`src/rtl/nibble_serial_addsub_ctrl.sv`:
```
// Nibble-serial two's-complement add/sub controller: latches a W-bit operand
// pair and runs one shared 4-bit slice per clock, LS nibble first, carry chained.
module nibble_serial_addsub_ctrl #(
  parameter int unsigned NIBBLES = 4
) (
  input  logic                   clk,
  input  logic                   rst_n,
  input  logic                   in_valid,
  output logic                   in_ready,
  input  logic                   op,
  input  logic [4*NIBBLES-1:0]   a,
  input  logic [4*NIBBLES-1:0]   b,
  output logic                   out_valid,
  input  logic                   out_ready,
  output logic [4*NIBBLES-1:0]   result,
  output logic                   carry_out,
  output logic                   overflow,
  output logic                   busy
);

  localparam int unsigned W  = 4 * NIBBLES;
  localparam int unsigned CW = (NIBBLES > 1) ? $clog2(NIBBLES) : 1;
  localparam int unsigned BW = CW + 2;
  localparam logic [CW-1:0] LAST = CW'(NIBBLES - 1);

  typedef enum logic [1:0] {IDLE, RUN, DONE} state_t;

  state_t          state;
  logic [W-1:0]    a_lat;
  logic [W-1:0]    b_lat;
  logic            op_lat;
  logic            carry_reg;
  logic [CW-1:0]   cnt;

  logic [BW-1:0]   base;
  logic [3:0]      a_nib;
  logic [3:0]      bx;
  logic [4:0]      sum;

  // Shared 4-bit slice; subtract inverts B and relies on carry_reg=1 at nibble 0.
  always_comb begin
    base  = {cnt, 2'b00};
    a_nib = a_lat[base +: 4];
    bx    = b_lat[base +: 4] ^ {4{op_lat}};
    sum   = {1'b0, a_nib} + {1'b0, bx} + {4'b0000, carry_reg};
  end

  always_ff @(posedge clk or negedge rst_n) begin
    if (!rst_n) begin
      state     <= IDLE;
      in_ready  <= 1'b1;
      out_valid <= 1'b0;
      busy      <= 1'b0;
      result    <= '0;
      carry_out <= 1'b0;
      overflow  <= 1'b0;
      a_lat     <= '0;
      b_lat     <= '0;
      op_lat    <= 1'b0;
      carry_reg <= 1'b0;
      cnt       <= '0;
    end else begin
      case (state)
        IDLE: begin
          if (in_valid) begin
            a_lat     <= a;
            b_lat     <= b;
            op_lat    <= op;
            carry_reg <= op;
            cnt       <= '0;
            in_ready  <= 1'b0;
            busy      <= 1'b1;
            state     <= RUN;
          end
        end
        RUN: begin
          result[base +: 4] <= sum[3:0];
          carry_reg         <= sum[4];
          if (cnt == LAST) begin
            carry_out <= sum[4];
            overflow  <= (a_nib[3] ^ sum[3]) & (bx[3] ^ sum[3]);
            out_valid <= 1'b1;
            state     <= DONE;
          end else begin
            cnt <= cnt + CW'(1);
          end
        end
        DONE: begin
          if (out_ready) begin
            out_valid <= 1'b0;
            busy      <= 1'b0;
            in_ready  <= 1'b1;
            state     <= IDLE;
          end
        end
        default: state <= IDLE;
      endcase
    end
  end

endmodule

```
`config.mk`:
```
export PLATFORM = sky130hd
export DESIGN_NAME = nibble_serial_addsub_ctrl
export DESIGN_NICKNAME = d
export VERILOG_FILES = /design/src/rtl/nibble_serial_addsub_ctrl.sv
export SDC_FILE = /design/constraint.sdc
export NUM_CORES = 1
export LEC_CHECK = 0
export CORE_MARGIN = 2
export CORE_UTILIZATION = 45
export DETAILED_ROUTE_END_ITERATION = 8
export PLACE_DENSITY = 0.71
export SYNTH_ARGS = -nofsm -noshare
export SYNTH_HDL_FRONTEND = slang
export SYNTH_SLANG_ARGS = --single-unit
```
`constraint.sdc`:
```
create_clock -name clk -period 5.6 [get_ports clk]
set_clock_uncertainty 0.05 [all_clocks]
set_input_delay 1.12 -clock clk [delete_from_list [all_inputs] [get_ports clk]]
set_output_delay 1.12 -clock clk [all_outputs]
set_load 0.02 [all_outputs]
```
# Word level (Yosys, flattened, before mapping)
# Index checks and enable logic that the tools add are counted.
classes:
  n_addsub: 4
  eq_ne: 7
  n_shift: 4
  n_mux: 18
  bitwise: 4
  reduce_logical: 11
ops:
  columns: ["operator", "n"]
  rows:
  - ["$shiftx 16x5->4", 2]
  - ["$bwmux 16", 1]
  - ["$shift 4x6->16 const A", 1]
  - ["$shiftx 4x6->16", 1]
  - ["$reduce_and 3->1", 4]
  - ["$mux 2", 5]
  - ["$ne 2x2->1 const B", 4]
  - ["$pmux 1 s2", 4]
  - ["$mux 1", 6]
  - ["$neg 4->6", 1]
  - ["$pmux 2 s3", 1]
  - ["$reduce_and 2->1", 3]
  - ["$reduce_bool 2->1", 3]
  - ["$add 4x4->5", 1]
  - ["$add 5x1->5", 1]
  - ["$eq 2x2->1 const B", 2]
  - ["$pmux 2 s2", 1]
  - ["$xor 4x4->4", 1]
  - ["$add 2x1->2 const B", 1]
  - ["$eq 2x1->1 const B", 1]
  - ["$logic_not 2->1", 1]
  - ["$xor 1x1->1", 2]
  - ["$and 1x1->1", 1]
totals:
  regBits: 59
  out_inout_bits: 21

# Longest topological paths before layout
logic_depth:
  depth_word: 6
  mapped_depth: 9

# Worst setup path before layout
# No wires, ideal clock.
synth_timing:
  kind: "reg2reg"
  from: "register cnt[0]"
  to: "register overflow"
  setup_time_ps: 124
  t_arrival_ps: 2650
  required_time_ps: 5426
  path_slack_ps: 2776
  path_stages_with_launch: 9
  path_buffers: 1
  synth_period_minus_slack_ps: 2824
  path_cell_list: "dfrtp_1 > buf_4 > mux4_1 > xor2_1 > ha_1 > and3b_1 > or3_1 > and4_1 > a211o_1"
synth_via:
  elab_chain_len: 6
synth_rtl:
  columns: ["element", "line", "rtl"]
  rows:
  - ["start: declaration", "33", "logic [CW-1:0] cnt;"]
  - ["start signal: assignment", "85", "cnt <= cnt + CW'(1);"]
  - ["$shiftx 16x5->4", "44", "bx = b_lat[base +: 4] ^ {4{op_lat}};"]
  - ["$xor 4x4->4", "44", null]
  - ["$add 4x4->5", "45", "sum = {1'b0, a_nib} + {1'b0, bx} + {4'b0000, carry_reg};"]
  - ["$add 5x1->5", "45", null]
  - ["$xor 1x1->1", "81", "overflow <= (a_nib[3] ^ sum[3]) & (bx[3] ^ sum[3]);"]
  - ["$and 1x1->1", "81", null]
  - ["end signal: assignment", "81", null]
  - ["end: declaration", "17", "output logic overflow,"]
# Several ways; a longest one is shown, not always the timed one.
# A chain may end at the register's enable or synchronous reset.

# Final worst setup path
# Same ends and word-level chain as after synthesis.

==> metrics.txt <==
leak pwr 1.60 nW; synth unique cells 38; post-synthesis to final-layout area growth 28.7%; Critical Path RT 5.77 ns; Sink Count 59; clock buffer depth 2; setup TNS 0 ns; MaxCap Viol Count 0; Synth Area in Adders 5.38%; die area 6950 sq um; ANT nets after route 0; status finished, final reports clean; yosys warns 0; proportion of synthesized area in mux cells 21.0%; initial antenna violation count 0; Rows 28; number of setup violations in the final report 0; final number of max-transition violations 0; Slew HR 51.3%; CTS H-tree depth 3; layout cells sized above 1 22.7%; number of setup buffers added after CTS 0; port bufs 57; Crit Path Max Fanout 15; Tcrit/Tclk final 56.0%; Die X 83.4 um; vias in the first global route 1,937; sequential element share of the synthesized area 52.1%; Root Buffer clkbuf_8; First DRT Iteration DRCs 127; I/O pin count 58; CTS tree done; # diodes 0; hold slack 0.430 ns; grt total ovfl 0; dpl cells 342; Mean Syn Cell Area 13.1 sq um; # resized after CTS 0; CP Class reg -> reg; Pwr per Cell Area 659 nW/um^2; hold-fix buffer count after cts 0; xor/xnor share of the synthesized area 1.81%; synthesized area 2840 sq um; first-pass GRT wire length 8870 um; Peak Freq 319 MHz; GRT Util Overall 16.4%; TritonRoute pass-1 iters 4; Detailed Place HPWL 3720 um; Nets 326; number of buffers created by CTS 9; Peak VDD IR 390 uV; Final Non-Filler Cells 357; Crit path arrival time 3.31 ns; post-synth top area share 51.2%; synth top area cells dfrtp_1 (51%), mux2_2 (13%), mux4_1 (5.6%), ha_1 (4.0%), nand2_1 (3.2%); crit end category flop; clk_lat worst skew 0.34 ns; Via density 5.28; element type at the critical path start flop; Synth Area in Compound Gates 7.15%; post-placement cell area 3440 sq um; core area 5990 sq um; Slew @ Worst Pin 0.731 ns; Mapped Cells 217; die height 83.4 um; routed via count 1,885; synthesized flop and latch total 59; fin area 3650 sq um; Final Hold Viols 0; Async SR Flop Fraction 100%; cell type with the largest total area after synthesis dfrtp_1; GPL Wtd Cong 0.785; Starting Density 47.3%; unrepaired setup endpoints after global routing no; worst min-delay path category reg -> reg; clk slew on worst S/H paths 0.06 ns; fin crit period 3.13 ns; fillers 496; Net Count, Synth 265; ys flop type dfrtp_1; Power, Total 2.41 mW; number of flops mapped to enable cells by yosys 0; largest family of logic cells by synthesized area multiplexers; simple-gate portion of the synthesized area 8.43%; WL per Instance 14.9 um; remaining routing DRC violations 0; final wirelength 5310 um; largest net degree at the start of global routing 60; largest registers a_lat: 16 flops, b_lat: 16 flops, result: 16 flops
[final cells by class]
type                    count  area [sq um]  share of cell area (%)
multi-input cells         138          1240                    34.0
repair buffers             59           581                    15.9
clock buffers              14           183                    5.01
clock inverters             1          30.0                   0.823
flip-flops and latches     59          1480                    40.5
well taps                  75          93.8                    2.57
inverters                  11          43.8                    1.20
[cell usage in the layout (no fill, tap or decap), types with 2 or more instances in the layout]
cell              n
dfrtp_1          58
clkdlybuf4s50_1  56
mux2_2           33
nand2_1          24
o21ai_0          17
clkbuf_8         13
inv_1            10
ha_1              9
mux4_1            6
nor2_1            6
a21oi_1           6
o21ai_2           4
xor2_1            3
nand4_1           3
mux4_2            2
a21o_1            2
or3_1             2
o31ai_1           2
mux2i_1           2
fa_1              2
buf_4             2
[where the power goes]
part / internal, mW / total (mW) / switching (mW)
clock: 0.252 / 0.410 / 0.158
combinational: 0.582 / 1.24 / 0.656
sequential: 0.614 / 0.757 / 0.144
[through the flow]
stage                     util [%]  worst slack (ns)
after floorplan                  -              2.78
after global placement        57.4              2.51
after detailed placement      57.4              2.45
after CTS                     60.9              2.44
after global routing          60.9              2.27
final                         60.9              2.47
[path summary, 6_finish.rpt]
kind | startpoint | endpoint | slack [ns] | cells past startpoint
setup / recovery | cnt[0] | overflow | 2.47 | 7
hold / removal | result[4] | result[4] | 0.43 | 2
setup reg to reg | cnt[0] | overflow | 2.47 | 7
hold reg to reg | result[4] | result[4] | 0.43 | 2
max in group asynchronous | rst_n | result[3] | 4.14 | 2
min in group asynchronous | rst_n | result[6] | 0.87 | 2
[worst max-delay path, cell delays in order (launching register included)]
cell	delay [ns]
dfrtp_1	0.80
mux4_1	0.65
xor2_1	0.16
ha_1	0.35
and3b_1	0.21
or3_1	0.38
and4_1	0.21
a211o_1	0.22
[cells by family after synthesis]
kind of cell	count (synthesis)
and+or+nand+nor	45
xor gates and xnor gates	5
AOI/OAI and AO/OA	34
DFF	59
muxes	43
buffers and inverters	20
adders and majority gates	11
[cells in the mapped netlist (all sizes together) (2+ instances only)]
cell	n
a21o	2
a21oi	6
buf	9
dfrtp	58
fa	2
ha	9
inv	11
mux2	33
mux2i	2
mux4	8
nand2	25
nand4	3
nor2	7
o21ai	21
o31ai	2
or3	2
xnor2	2
xor2	3
[routing by layer]
layer  GRT usage (%)  wire, um
met1            20.1      2250
met4            8.64       145
met2            26.8      2670
met5               0         0
met3            3.98       244
No activity file was read; power rests on OpenSTA's default activity.
